===== config.mk =====
export PLATFORM = sky130hd
export DESIGN_NAME = rgb_led_driver
export DESIGN_NICKNAME = d
export VERILOG_FILES = /design/src/rtl/lights_pkg.sv /design/src/rtl/pwm_channel.sv /design/src/rtl/rgb_led_driver.sv
export SDC_FILE = /design/constraint.sdc
export NUM_CORES = 1
export LEC_CHECK = 0
export BUFFER_PORTS_ARGS = -buffer_cell sky130_fd_sc_hd__buf_2
export CAP_MARGIN = 20
export CORE_ASPECT_RATIO = 1.1
export CORE_UTILIZATION = 40
export CTS_CLUSTER_DIAMETER = 50
export DETAILED_ROUTE_END_ITERATION = 7
export PLACE_DENSITY = 0.57
export SKIP_LAST_GASP = 1
export SLEW_MARGIN = 20
export SYNTH_ARGS = -nofsm -noshare
export SYNTH_HDL_FRONTEND = slang
export SYNTH_SLANG_ARGS = --single-unit
export TNS_END_PERCENT = 100

===== constraint.sdc =====
create_clock -name clk -period 4.2 [get_ports clk]
set_input_delay 0.84 -clock clk [delete_from_list [all_inputs] [get_ports clk]]
set_output_delay 0.84 -clock clk [all_outputs]
set_load 0.1 [all_outputs]

===== src/rtl/lights_pkg.sv =====
// Shared definitions for the lights sequencer and its RGB LED consumer:
// colour code bit positions, named colour codes and the fade FSM encoding.
package lights_pkg;

    localparam int RED_BIT = 0;
    localparam int GRN_BIT = 1;
    localparam int BLU_BIT = 2;

    localparam logic [2:0] COL_OFF   = 3'b000;
    localparam logic [2:0] COL_WHITE = 3'b111;

    typedef enum logic {
        SETTLED = 1'b0,
        FADING  = 1'b1
    } fade_state_t;

endpackage : lights_pkg


===== src/rtl/pwm_channel.sv =====
// One LED channel: brightness level that steps by one per fade tick toward
// full-on or full-off, and a registered PWM compare against the shared counter.
module pwm_channel
    import lights_pkg::*;
#(
    parameter int PWM_W = 8
) (
    input  logic             clk,
    input  logic             rst,
    input  logic             tick,
    input  logic             enable,
    input  logic             target_bit,
    input  logic [PWM_W-1:0] pwm_cnt,
    output logic             led,
    output logic             level_eq_target
);

    localparam logic [PWM_W-1:0] MAX_LEVEL = '1;

    logic [PWM_W-1:0] r_level;
    logic             r_led;
    logic [PWM_W-1:0] w_target;

    assign w_target        = target_bit ? MAX_LEVEL : '0;
    assign level_eq_target = (r_level == w_target);
    assign led             = r_led;

    always_ff @(posedge clk) begin
        if (rst) begin
            r_level <= '0;
            r_led   <= 1'b0;
        end else begin
            r_led <= enable && (pwm_cnt < r_level);
            // Targets are only ever 0 or MAX_LEVEL, so a unit step can never wrap.
            if (tick) begin
                if (r_level < w_target) begin
                    r_level <= r_level + PWM_W'(1);
                end else if (r_level > w_target) begin
                    r_level <= r_level - PWM_W'(1);
                end
            end
        end
    end

endmodule : pwm_channel


===== src/rtl/rgb_led_driver.sv =====
// Turns the 3-bit colour code into three PWM LED drives that fade linearly
// toward their new brightness; owns the colour capture, timers and fade FSM.
module rgb_led_driver
    import lights_pkg::*;
#(
    parameter int PWM_W    = 8,
    parameter int FADE_DIV = 16
) (
    input  logic       clk,
    input  logic       rst,
    input  logic [2:0] colour,
    input  logic       enable,
    output logic       red,
    output logic       green,
    output logic       blue,
    output logic       fading
);

    localparam int              FC_W    = (FADE_DIV > 1) ? $clog2(FADE_DIV) : 1;
    localparam logic [FC_W-1:0] FC_LAST = FC_W'(FADE_DIV - 1);

    logic [2:0]       r_col_q;
    logic [PWM_W-1:0] r_pwm_cnt;
    logic [FC_W-1:0]  r_fade_cnt;
    fade_state_t      r_state;
    logic             r_fading;

    logic             w_tick;
    logic [2:0]       w_led;
    logic [2:0]       w_eq;
    logic             w_all_eq;

    // Fade timer freezes while blanked, so no ticks reach the channels.
    assign w_tick   = enable && (r_fade_cnt == FC_LAST);
    assign w_all_eq = &w_eq;

    always_ff @(posedge clk) begin
        if (rst) begin
            r_col_q    <= COL_OFF;
            r_pwm_cnt  <= '0;
            r_fade_cnt <= '0;
        end else begin
            r_col_q   <= colour;
            r_pwm_cnt <= r_pwm_cnt + PWM_W'(1);
            if (enable) begin
                r_fade_cnt <= (r_fade_cnt == FC_LAST) ? '0 : r_fade_cnt + FC_W'(1);
            end
        end
    end

    generate
        for (genvar gi = 0; gi < 3; gi++) begin : g_chan
            pwm_channel #(
                .PWM_W (PWM_W)
            ) u_chan (
                .clk             (clk),
                .rst             (rst),
                .tick            (w_tick),
                .enable          (enable),
                .target_bit      (r_col_q[gi]),
                .pwm_cnt         (r_pwm_cnt),
                .led             (w_led[gi]),
                .level_eq_target (w_eq[gi])
            );
        end
    endgenerate

    always_ff @(posedge clk) begin
        if (rst) begin
            r_state  <= SETTLED;
            r_fading <= 1'b0;
        end else begin
            case (r_state)
                SETTLED: begin
                    if (!w_all_eq) begin
                        r_state  <= FADING;
                        r_fading <= 1'b1;
                    end
                end
                FADING: begin
                    if (w_all_eq) begin
                        r_state  <= SETTLED;
                        r_fading <= 1'b0;
                    end
                end
                default: begin
                    r_state  <= SETTLED;
                    r_fading <= 1'b0;
                end
            endcase
        end
    end

    assign red    = w_led[RED_BIT];
    assign green  = w_led[GRN_BIT];
    assign blue   = w_led[BLU_BIT];
    assign fading = r_fading;

endmodule : rgb_led_driver


# == Word level (Yosys, flattened, before mapping) ==
# Cells that the tools add are included.
# W data, S select, Z words.
# word_totals
in_bits,6
out_inout_bits,4
regBits,44
word_cells,61
# op_classes
n_bitwise,1
n_addsub,8
n_reduce_logical,12
eq_ne,6
mux,14
order_cmp,9
# ops
cell,n
$mux W8,9
$lt A8 B8 Y1,6
$add A8 B1 Y8 const B,4
$eq A8 B8 Y1,3
$gt A8 B8 Y1,3
$sub A8 B1 Y8 const B,3
$reduce_and A2 Y1,4
$reduce_bool A2 Y1,3
$add A4 B1 Y4 const B,1
$eq A4 B4 Y1 const B,1
$logic_and A1 B1 Y1,4
$mux W4,1
$mux W1,3
$reduce_and A3 Y1,1
$ne A2 B1 Y1 const B,1
$ne A2 B2 Y1 const B,1
$pmux W1 S2,1
$not A1 Y1,1

# == Longest topological paths before layout ==
# Gate-level depths: netlist of the first run.
# depth
ltp_word,5
depth_mapped,13
ltp_nobuf,13

# == Cells and area by module ==
# A second synthesis of the first run with hierarchy kept.
# hier_totals
cells_unflattened,431
hier_area_um2,3599.7
# by_module_without_submodules
module,instances,cells_per_inst,area_per_inst_um2,seq_area_each_um2
pwm_channel,3,123,993.5,180.2
rgb_led_driver,1,62,619.3,340.3

# == Worst setup path before layout of the first run ==
# OpenSTA, ideal clock, no wires.
# synth_path
kind,flip-flop to flip-flop
from,register r_col_q[0]
to,register g_chan[0].u_chan.r_level[7]
arrival_time_ns,2.939
setup_time_ns,0.095
path_stages_with_launch,14
synth_period_minus_slack_ns,3.034
slack_ns,1.166
n_path_buf,0
cell_sequence,dfxtp_1 inv_1 ha_1 nor2b_1 o31ai_1 a211oi_1 or2_1 ha_1 a21oi_1 nand2_1 a41o_1 or2_1 o221a_1 o311ai_1
# synth_between
elab_chain_len,4
# synth_lines
item,line,rtl
start: declaration,rgb_led_driver.sv:22,logic [2:0] r_col_q;
start signal: assignment,rgb_led_driver.sv:43,r_col_q <= colour;
$mux W8 (*),pwm_channel.sv:24,assign w_target = target_bit ? MAX_LEVEL : '0;
$gt A8 B8 Y1 or $lt A8 B8 Y1 (tied branches),"pwm_channel.sv:38, pwm_channel.sv:36",
$reduce_bool A2 Y1 (no source line),--,
$reduce_and A2 Y1 (no source line),--,
end signal: assignment,pwm_channel.sv:37,r_level <= r_level + PWM_W'(1);
end signal: assignment,pwm_channel.sv:39,r_level <= r_level - PWM_W'(1);
end: declaration,pwm_channel.sv:20,logic [PWM_W-1:0] r_level;
# Mark *: on every way between the ends. The rest lies on a longest branch, timed or not.
# A chain may end at the register's enable or synchronous reset.

# == Worst setup path in the final report of the first run ==
# Same ends and word-level chain as after synthesis.

==> results of run 1 <==
area by class of cell:
type | instances | area (sq um) | share of cell area, %
repair buffers | 10 | 52.6 | 1.40
inverters | 36 | 135 | 3.61
well taps | 111 | 139 | 3.71
clock inverters | 3 | 47.5 | 1.27
flip-flops and latches | 44 | 881 | 23.5
multi-input cells | 313 | 2420 | 64.6
clock buffers | 5 | 68.8 | 1.84
per-layer routing:
| metal | share of wire (%) | vias up | track usage, % |
|---|---|---|---|
| li1 | - | 1452 | - |
| met1 | 49 | 1244 | 21.4 |
| met2 | 48 | 19 | 30.0 |
| met3 | 1.7 | 8 | 2.52 |
| met4 | 1.2 | 0 | 4.84 |
| met5 | 0 | - | 0 |
cells in the final DEF (no fill, tap or decap), drive strengths merged, types with 7 or more instances in the layout:
cell type / count
a211oi: 9
a21o: 9
a21oi: 30
a31oi: 7
buf: 10
dfxtp: 44
ha: 65
inv: 35
mux2i: 15
nand2: 24
nand3: 9
nand4: 9
nor2: 41
o21ai: 14
xnor2: 18
xor2: 9
worst min path at each step:
stage                                              from                                        to  slack [ns]  depth (start not counted)
3_5_place_dp                         r_state$_SDFF_PP0_                       fading$_SDFFE_PP0P_        0.51                          2
6_report       g_chan[0].u_chan.r_level[6]$_SDFFE_PP0P_  g_chan[0].u_chan.r_level[6]$_SDFFE_PP0P_        0.53                          2
2_1_floorplan                   r_pwm_cnt[0]$_SDFF_PP0_                   r_pwm_cnt[0]$_SDFF_PP0_        0.43                          1
3_3_place_gp                         r_state$_SDFF_PP0_                       fading$_SDFFE_PP0P_        0.51                          2
4_1_cts                              r_state$_SDFF_PP0_                       fading$_SDFFE_PP0P_        0.53                          2
5_1_grt                         r_pwm_cnt[0]$_SDFF_PP0_                   r_pwm_cnt[0]$_SDFF_PP0_        0.56                          1
power by group:
| part | switching (mW) | internal, mW |
|---|---|---|
| sequential | 0.00846 | 0.426 |
| clock | 0.163 | 0.179 |
| combinational | 0.0767 | 0.0461 |
| total | 0.249 | 0.651 |
Yosys cell counts (6+ instances only):
cell type,n,area share (%)
sky130_fd_sc_hd__nand4_1,8,1.4
sky130_fd_sc_hd__a31oi_1,7,1.3
sky130_fd_sc_hd__a21o_1,9,2.0
sky130_fd_sc_hd__nor2_1,39,4.2
sky130_fd_sc_hd__nand2_1,24,2.6
sky130_fd_sc_hd__a211oi_1,9,2.0
sky130_fd_sc_hd__xnor2_1,18,4.6
sky130_fd_sc_hd__inv_1,35,3.8
sky130_fd_sc_hd__a21oi_1,28,4.0
sky130_fd_sc_hd__o21ai_1,6,0.87
sky130_fd_sc_hd__dfxtp_1,44,25
sky130_fd_sc_hd__o21ai_0,8,1.2
sky130_fd_sc_hd__ha_1,65,23
sky130_fd_sc_hd__nand3_1,9,1.3
sky130_fd_sc_hd__xor2_1,9,2.3
sky130_fd_sc_hd__mux2i_1,15,4.3
worst max-delay path, stage by stage (launching register included):
cell                       delay, ns
sky130_fd_sc_hd__dfxtp_1        0.32
sky130_fd_sc_hd__inv_1          0.18
sky130_fd_sc_hd__ha_1           0.28
sky130_fd_sc_hd__nor2b_1        0.13
sky130_fd_sc_hd__o31ai_1        0.32
sky130_fd_sc_hd__a211oi_1       0.15
sky130_fd_sc_hd__or2_1          0.38
sky130_fd_sc_hd__ha_1           0.41
sky130_fd_sc_hd__a21oi_1        0.17
sky130_fd_sc_hd__nand2_1        0.11
sky130_fd_sc_hd__a41o_1         0.28
sky130_fd_sc_hd__or2_1          0.24
sky130_fd_sc_hd__o221a_1        0.22
sky130_fd_sc_hd__o311ai_1       0.06
per-stage QoR:
stage	worst slack (ns)	utilization, %	cell area, sq um	total power, mW	hold slack (ns)
2_1_floorplan	1.17	-	3460	0.541	0.435
3_3_place_gp	0.961	43.1	3620	0.564	0.511
3_5_place_dp	0.879	43.1	3620	0.568	0.513
4_1_cts	0.871	44.5	3740	0.917	0.534
5_1_grt	0.606	44.5	3740	0.950	0.562
6_report	0.870	44.5	3740	0.900	0.533
state kept, by name (all words and copies together) (netlist names):
register,count
fading,1
g_chan.u_chan.led,3
g_chan.u_chan.r_level,24
r_col_q,3
r_fade_cnt,4
r_pwm_cnt,8
r_state,1
kinds of logic (layout without fill, tap and decap cells):
kind of cell | Yosys count | in the layout | synth area share [%]
xor+xnor | 27 | 27 | 6.83
simple gates | 108 | 108 | 15.2
mux | 15 | 15 | 4.34
compound gates | 94 | 94 | 17.9
buf+inv | 43 | 54 | 4.73
flops | 44 | 44 | 25.4
fa+ha+maj | 69 | 69 | 25.5
==> flow_metrics.py, run 1 <==
metrics = {
    "timing": {
        "tns_ns": 0,
        "timing_max_transition_violations_final": 0,
        "finalSetupViolations": 0,
        "timing.slew.headroom_pct": 66.0,
        "fin_crit_sh_pct": 79.3,
        "fin_crit_ns": 3.33,
        "clock_skew_ns": 0.00778,
        "slew_worst_pin_ns": 0.510,
        "grt_setup_unrepaired": "no",
        "finalHoldViolCount": 0,
        "clock.fmax_ghz": 0.300,
    },
    "routing": {
        "detail_route.vias_per_cell": 5.22,
        "drt_iter0_drc": 85,
        "routedWlPerCell_um": 13.6,
        "dr.pass1.iters": 4,
        "final_antenna_violating_net_count": 0,
        "detail_route.drc_violations": 0,
        "route.final.wire_length_mm": 7.09,
        "number_of_vias_after_detailed_routing": 2723,
    },
    "cts": {
        "root_buffer": "sky130_fd_sc_hd__clkbuf_8",
        "path_clk_slew_ns": 0.09,
        "cts_repair_resize_count": 0,
        "cts_tree": "yes",
        "htree_levels": 2,
        "clk-insertion-delay-late_ns": 0.30,
        "max-clock-path-buffers": 2,
        "postCtsSetupBuffers": 0,
        "hold_buffers": 0,
        "clock_sinks": 44,
        "cts_inserted_buffers": 5,
    },
    "logic_synthesis": {
        "syn-instance-count": 400,
        "syn-num-nets": 474,
        "async_flop_share_pct": 0,
        "synth_top_flop_cell": "sky130_fd_sc_hd__dfxtp_1",
        "synthesis.yosys.warnings": 0,
        "ys_seq_area_share_pct": 25.4,
        "ys_ff_latch": 44,
        "yosys.cell_types.count": 44,
        "number_of_synthesized_flops_with_an_enable_pin": 0,
        "syn-mean-instance-area_sq_um": 8.66,
        "post_synth_instance_area_sq_um": 3460,
    },
    "cells_and_area": {
        "num-nets-final": 484,
        "antenna_cells_inserted": 0,
        "instances_no_fill": 522,
        "drive_gt1_share_pct": 5.60,
        "syn2layout_area_growth_pct": 8.06,
        "final.fill_count": 839,
    },
    "min_path": {
        "min_path_type": "reg2reg",
    },
    "die": {
        "dieHeight_um": 99.6,
        "floorplan.initialDensity_pct": 41.2,
        "floorplan.die_area_sq_um": 9030,
        "chipWidth_um": 90.7,
        "row_count": 35,
        "placeableCoreArea_sq_um": 8410,
        "io_pins": 10,
    },
    "grt": {
        "maximum_number_of_pins_on_one_net_before_global_route_repair": 42,
        "grt_use_total_pct": 17.0,
        "grt.overflow.total": 0,
        "antenna_violations_before_repair": 0,
        "number_of_global_route_vias_before_repair": 2709,
        "grt_pass1_wl_mm": 12.4,
    },
    "setup_path": {
        "path_class": "reg2reg",
        "worstPathArrival_ns": 3.54,
        "reg2reg_from": "r_col_q[0]$_SDFF_PP0_",
        "required_ns": 4.41,
        "regToRegSetupSlack_ns": 0.87,
        "critical_path.max_fanout": 10,
        "crit_path_end_kind": "flip-flop",
        "setup.worst_path.start_class": "flip-flop",
        "capture_point_of_the_critical_path": "g_chan[0].u_chan.r_level[7]$_SDFFE_PP0P_",
        "r2r-end": "g_chan[0].u_chan.r_level[7]$_SDFFE_PP0P_",
        "worstRegToRegCells": 13,
        "timing.critical_path.from": "r_col_q[0]$_SDFF_PP0_",
    },
    "outcome": {
        "status": "complete, no violations",
    },
    "placed_design": {
        "gp_congestion": 0.784,
        "port_buffers": 9,
        "dpl.hpwl_mm": 5.36,
        "placedCellCount": 514,
    },
    "power_and_ir_drop": {
        "ir_worst_vdd_mv": 0.112,
        "power.density_cell_area_nw_per_um2": 241,
        "total_leakage_power_nw": 1.67,
    },
    "job": {
        "max-cap-violations": 0,
    },
}
No activity file was read; power rests on OpenSTA's default activity.
==> run 2, diff against run 1 <==
ABC_AREA = 1   (was default)
PLACE_DENSITY = 0.59   (was 0.57)
clock period = 2.77 ns   (was 4.2 ns; I/O delays follow)
==> flow_metrics.py, run 2 <==
metrics = {
    "grt": {
        "grt_use_total_pct": 16.6,
        "antenna_violations_before_repair": 0,
        "grt.overflow.total": 0,
        "number_of_global_route_vias_before_repair": 2792,
        "grt_pass1_wl_mm": 12.2,
        "maximum_number_of_pins_on_one_net_before_global_route_repair": 25,
    },
    "routing": {
        "top_layer_used": "met4",
        "number_of_vias_after_detailed_routing": 2901,
        "met3WireLength_um": 120,
        "drt_iter0_drc": 101,
        "routedWlPerCell_um": 11.2,
        "wl_met1_mm": 3.15,
        "dr.pass1.iters": 4,
        "route.met2.wl_mm": 3.32,
        "final_antenna_violating_net_count": 0,
        "route.final.wire_length_mm": 6.67,
        "detail_route.drc_violations": 0,
        "detail_route.vias_per_cell": 4.88,
    },
    "cts": {
        "hold_buffers": 0,
        "cts_tree": "yes",
        "path_clk_slew_ns": 0.09,
        "cts_inserted_buffers": 5,
        "htree_levels": 2,
        "clock_sinks": 44,
        "max-clock-path-buffers": 2,
        "clk-insertion-delay-late_ns": 0.30,
        "root_buffer": "sky130_fd_sc_hd__clkbuf_8",
    },
    "cells_and_area": {
        "instances_no_fill": 595,
        "syn2layout_area_growth_pct": 8.18,
        "num-nets-final": 557,
        "final.fill_count": 868,
        "final_common_cell": "sky130_fd_sc_hd__nand2_1",
        "antenna_cells_inserted": 0,
        "drive_gt1_share_pct": 7.02,
        "largest_register_ff_count": 24,
        "layout_top_registers": "g_chan.u_chan.r_level: 24 flops, r_pwm_cnt: 8 flops, r_fade_cnt: 4 flops",
        "registers.top_by_ff_count": "g_chan.u_chan.r_level",
        "commonest_cells_after_routing_fill_and_taps_aside": "95 x sky130_fd_sc_hd__nand2_1, 67 x sky130_fd_sc_hd__inv_1, 64 x sky130_fd_sc_hd__ha_1, 49 x sky130_fd_sc_hd__a21oi_1, 44 x sky130_fd_sc_hd__dfxtp_1",
    },
    "job": {
        "max-cap-violations": 0,
    },
    "timing": {
        "slew_worst_pin_ns": 0.487,
        "finalHoldViolCount": 0,
        "grt_setup_unrepaired": "yes",
        "finalSetupViolations": 0,
        "fin_crit_ns": 2.49,
        "tns_ns": 0,
        "clock_skew_ns": 0.00799,
        "timing_max_transition_violations_final": 0,
        "timing.slew.headroom_pct": 67.8,
        "fin_crit_sh_pct": 89.8,
        "clock.fmax_ghz": 0.402,
    },
    "placed_design": {
        "placedCellCount": 583,
        "gp_congestion": 0.783,
        "dpl.hpwl_mm": 5.37,
        "port_buffers": 9,
    },
    "logic_synthesis": {
        "post_synth_main_area_contributors": "sky130_fd_sc_hd__dfxtp_1 26%, sky130_fd_sc_hd__ha_1 24%, sky130_fd_sc_hd__nand2_1 11%",
        "synthesis.yosys.warnings": 0,
        "post_synth_instance_area_sq_um": 3430,
        "syn-mean-instance-area_sq_um": 7.30,
        "yosys.area.top_type_share_pct": 25.7,
        "async_flop_share_pct": 0,
        "synth_common_cells": "98 x sky130_fd_sc_hd__nand2_1, 70 x sky130_fd_sc_hd__inv_1, 65 x sky130_fd_sc_hd__ha_1, 49 x sky130_fd_sc_hd__a21oi_1, 44 x sky130_fd_sc_hd__dfxtp_1",
        "ys_seq_area_share_pct": 25.7,
        "synth_top_flop_cell": "sky130_fd_sc_hd__dfxtp_1",
        "syn-instance-count": 469,
        "synth.most_common_cell": "sky130_fd_sc_hd__nand2_1",
        "syn-num-nets": 543,
        "yosys.cell_types.count": 24,
        "netlist.top_cell.by_area": "sky130_fd_sc_hd__dfxtp_1",
        "number_of_synthesized_flops_with_an_enable_pin": 0,
        "ys_ff_latch": 44,
    },
    "die": {
        "placeableCoreArea_sq_um": 8320,
        "io_pins": 10,
        "dieHeight_um": 99.1,
        "chipWidth_um": 90.2,
        "floorplan.initialDensity_pct": 41.2,
        "row_count": 35,
        "floorplan.die_area_sq_um": 8940,
    },
    "power_and_ir_drop": {
        "ir_worst_vdd_mv": 0.174,
        "total_leakage_power_nw": 1.98,
        "power.density_cell_area_nw_per_um2": 338,
    },
    "setup_path": {
        "worstPathArrival_ns": 2.70,
        "critical_path.max_fanout": 9,
        "required_ns": 2.98,
        "path_class": "reg2reg",
        "setup.worst_path.start_class": "flip-flop",
        "crit_path_end_kind": "flip-flop",
    },
    "outcome": {
        "status": "complete, no violations",
    },
    "min_path": {
        "min_path_type": "in2reg",
    },
}
run 2: layout make-up:
cell class / instances / area, sq um / area share [%]
clock buffers: 5 / 68.8 / 1.86
flip-flops and latches: 44 / 881 / 23.8
well taps: 111 / 139 / 3.75
clock inverters: 3 / 18.8 / 0.506
repair buffers: 14 / 82.6 / 2.23
multi-input cells: 348 / 2250 / 60.8
inverters: 70 / 263 / 7.09
run 2: per-layer routing:
layer / track usage (%) / vias to the layer above
li1: - / 1573
met1: 19.5 / 1302
met2: 31.2 / 17
met3: 2.39 / 9
met4: 4.71 / 0
met5: 0 / -
run 2: path summary, 6_finish.rpt:
path                                                                from                                  endpoint  slack (ns)  cells past startpoint
worst max-delay path                               r_col_q[0]$_SDFF_PP0_  g_chan[0].u_chan.r_level[7]$_SDFFE_PP0P_        0.28                     17
worst max register to register                     r_col_q[0]$_SDFF_PP0_  g_chan[0].u_chan.r_level[7]$_SDFFE_PP0P_        0.28                     17
worst min register to register  g_chan[0].u_chan.r_level[2]$_SDFFE_PP0P_  g_chan[0].u_chan.r_level[2]$_SDFFE_PP0P_        0.51                      2
worst min-delay path                                           colour[2]                     r_col_q[2]$_SDFF_PP0_        0.45                      3
run 2: stage by stage:
stage / util, % / setup slack [ns] / hold slack, ns / power [mW] / instance area, sq um
2_1_floorplan: - / 0.379 / 0.444 / 0.813 / 3430
3_5_place_dp: 42.9 / 0.0957 / 0.505 / 0.854 / 3570
4_1_cts: 43.9 / 0.0745 / 0.436 / 1.27 / 3660
3_3_place_gp: 42.9 / 0.177 / 0.494 / 0.848 / 3570
6_report: 44.5 / 0.281 / 0.446 / 1.25 / 3710
5_1_grt: 44.5 / -0.0627 / 0.441 / 1.33 / 3710
run 2: cell families (layout without fill, tap and decap cells):
family          count (synthesis)  in the layout  synth area share, %
buf+inv                        77             92                 9.09
compound gates                 94             94                 15.1
simple gates                  170            170                 20.5
flops                          44             44                 25.7
fa+ha+maj                      68             68                 25.5
xor+xnor                       16             16                 4.09
run 2: what timing repair did:
action                                  in CTS  in global routing
endpoints found under the setup margin       0                 11
resized for setup                            0                  7
setup buffers                                0                  4
run 2: worst max-delay path, stage by stage (launching register included):
cell	delay, ns
sky130_fd_sc_hd__dfxtp_1	0.35
sky130_fd_sc_hd__inv_2	0.08
sky130_fd_sc_hd__ha_1	0.30
sky130_fd_sc_hd__a21oi_1	0.13
sky130_fd_sc_hd__nor2_1	0.05
sky130_fd_sc_hd__nor2_1	0.14
sky130_fd_sc_hd__nand2_2	0.16
sky130_fd_sc_hd__ha_1	0.36
sky130_fd_sc_hd__a21oi_1	0.16
sky130_fd_sc_hd__nand2_1	0.13
sky130_fd_sc_hd__nand2_1	0.09
sky130_fd_sc_hd__nand3_1	0.06
sky130_fd_sc_hd__nand2_1	0.06
sky130_fd_sc_hd__nand2_1	0.05
sky130_fd_sc_hd__nor2_1	0.11
sky130_fd_sc_hd__nand2_1	0.06
sky130_fd_sc_hd__nand2_1	0.06
sky130_fd_sc_hd__nor2_1	0.04
run 2: power by group:
group | switching, mW | internal, mW | total [mW]
Clock | 0.231 | 0.176 | 0.407
Combinational | 0.123 | 0.0663 | 0.189
Sequential | 0.0112 | 0.645 | 0.656
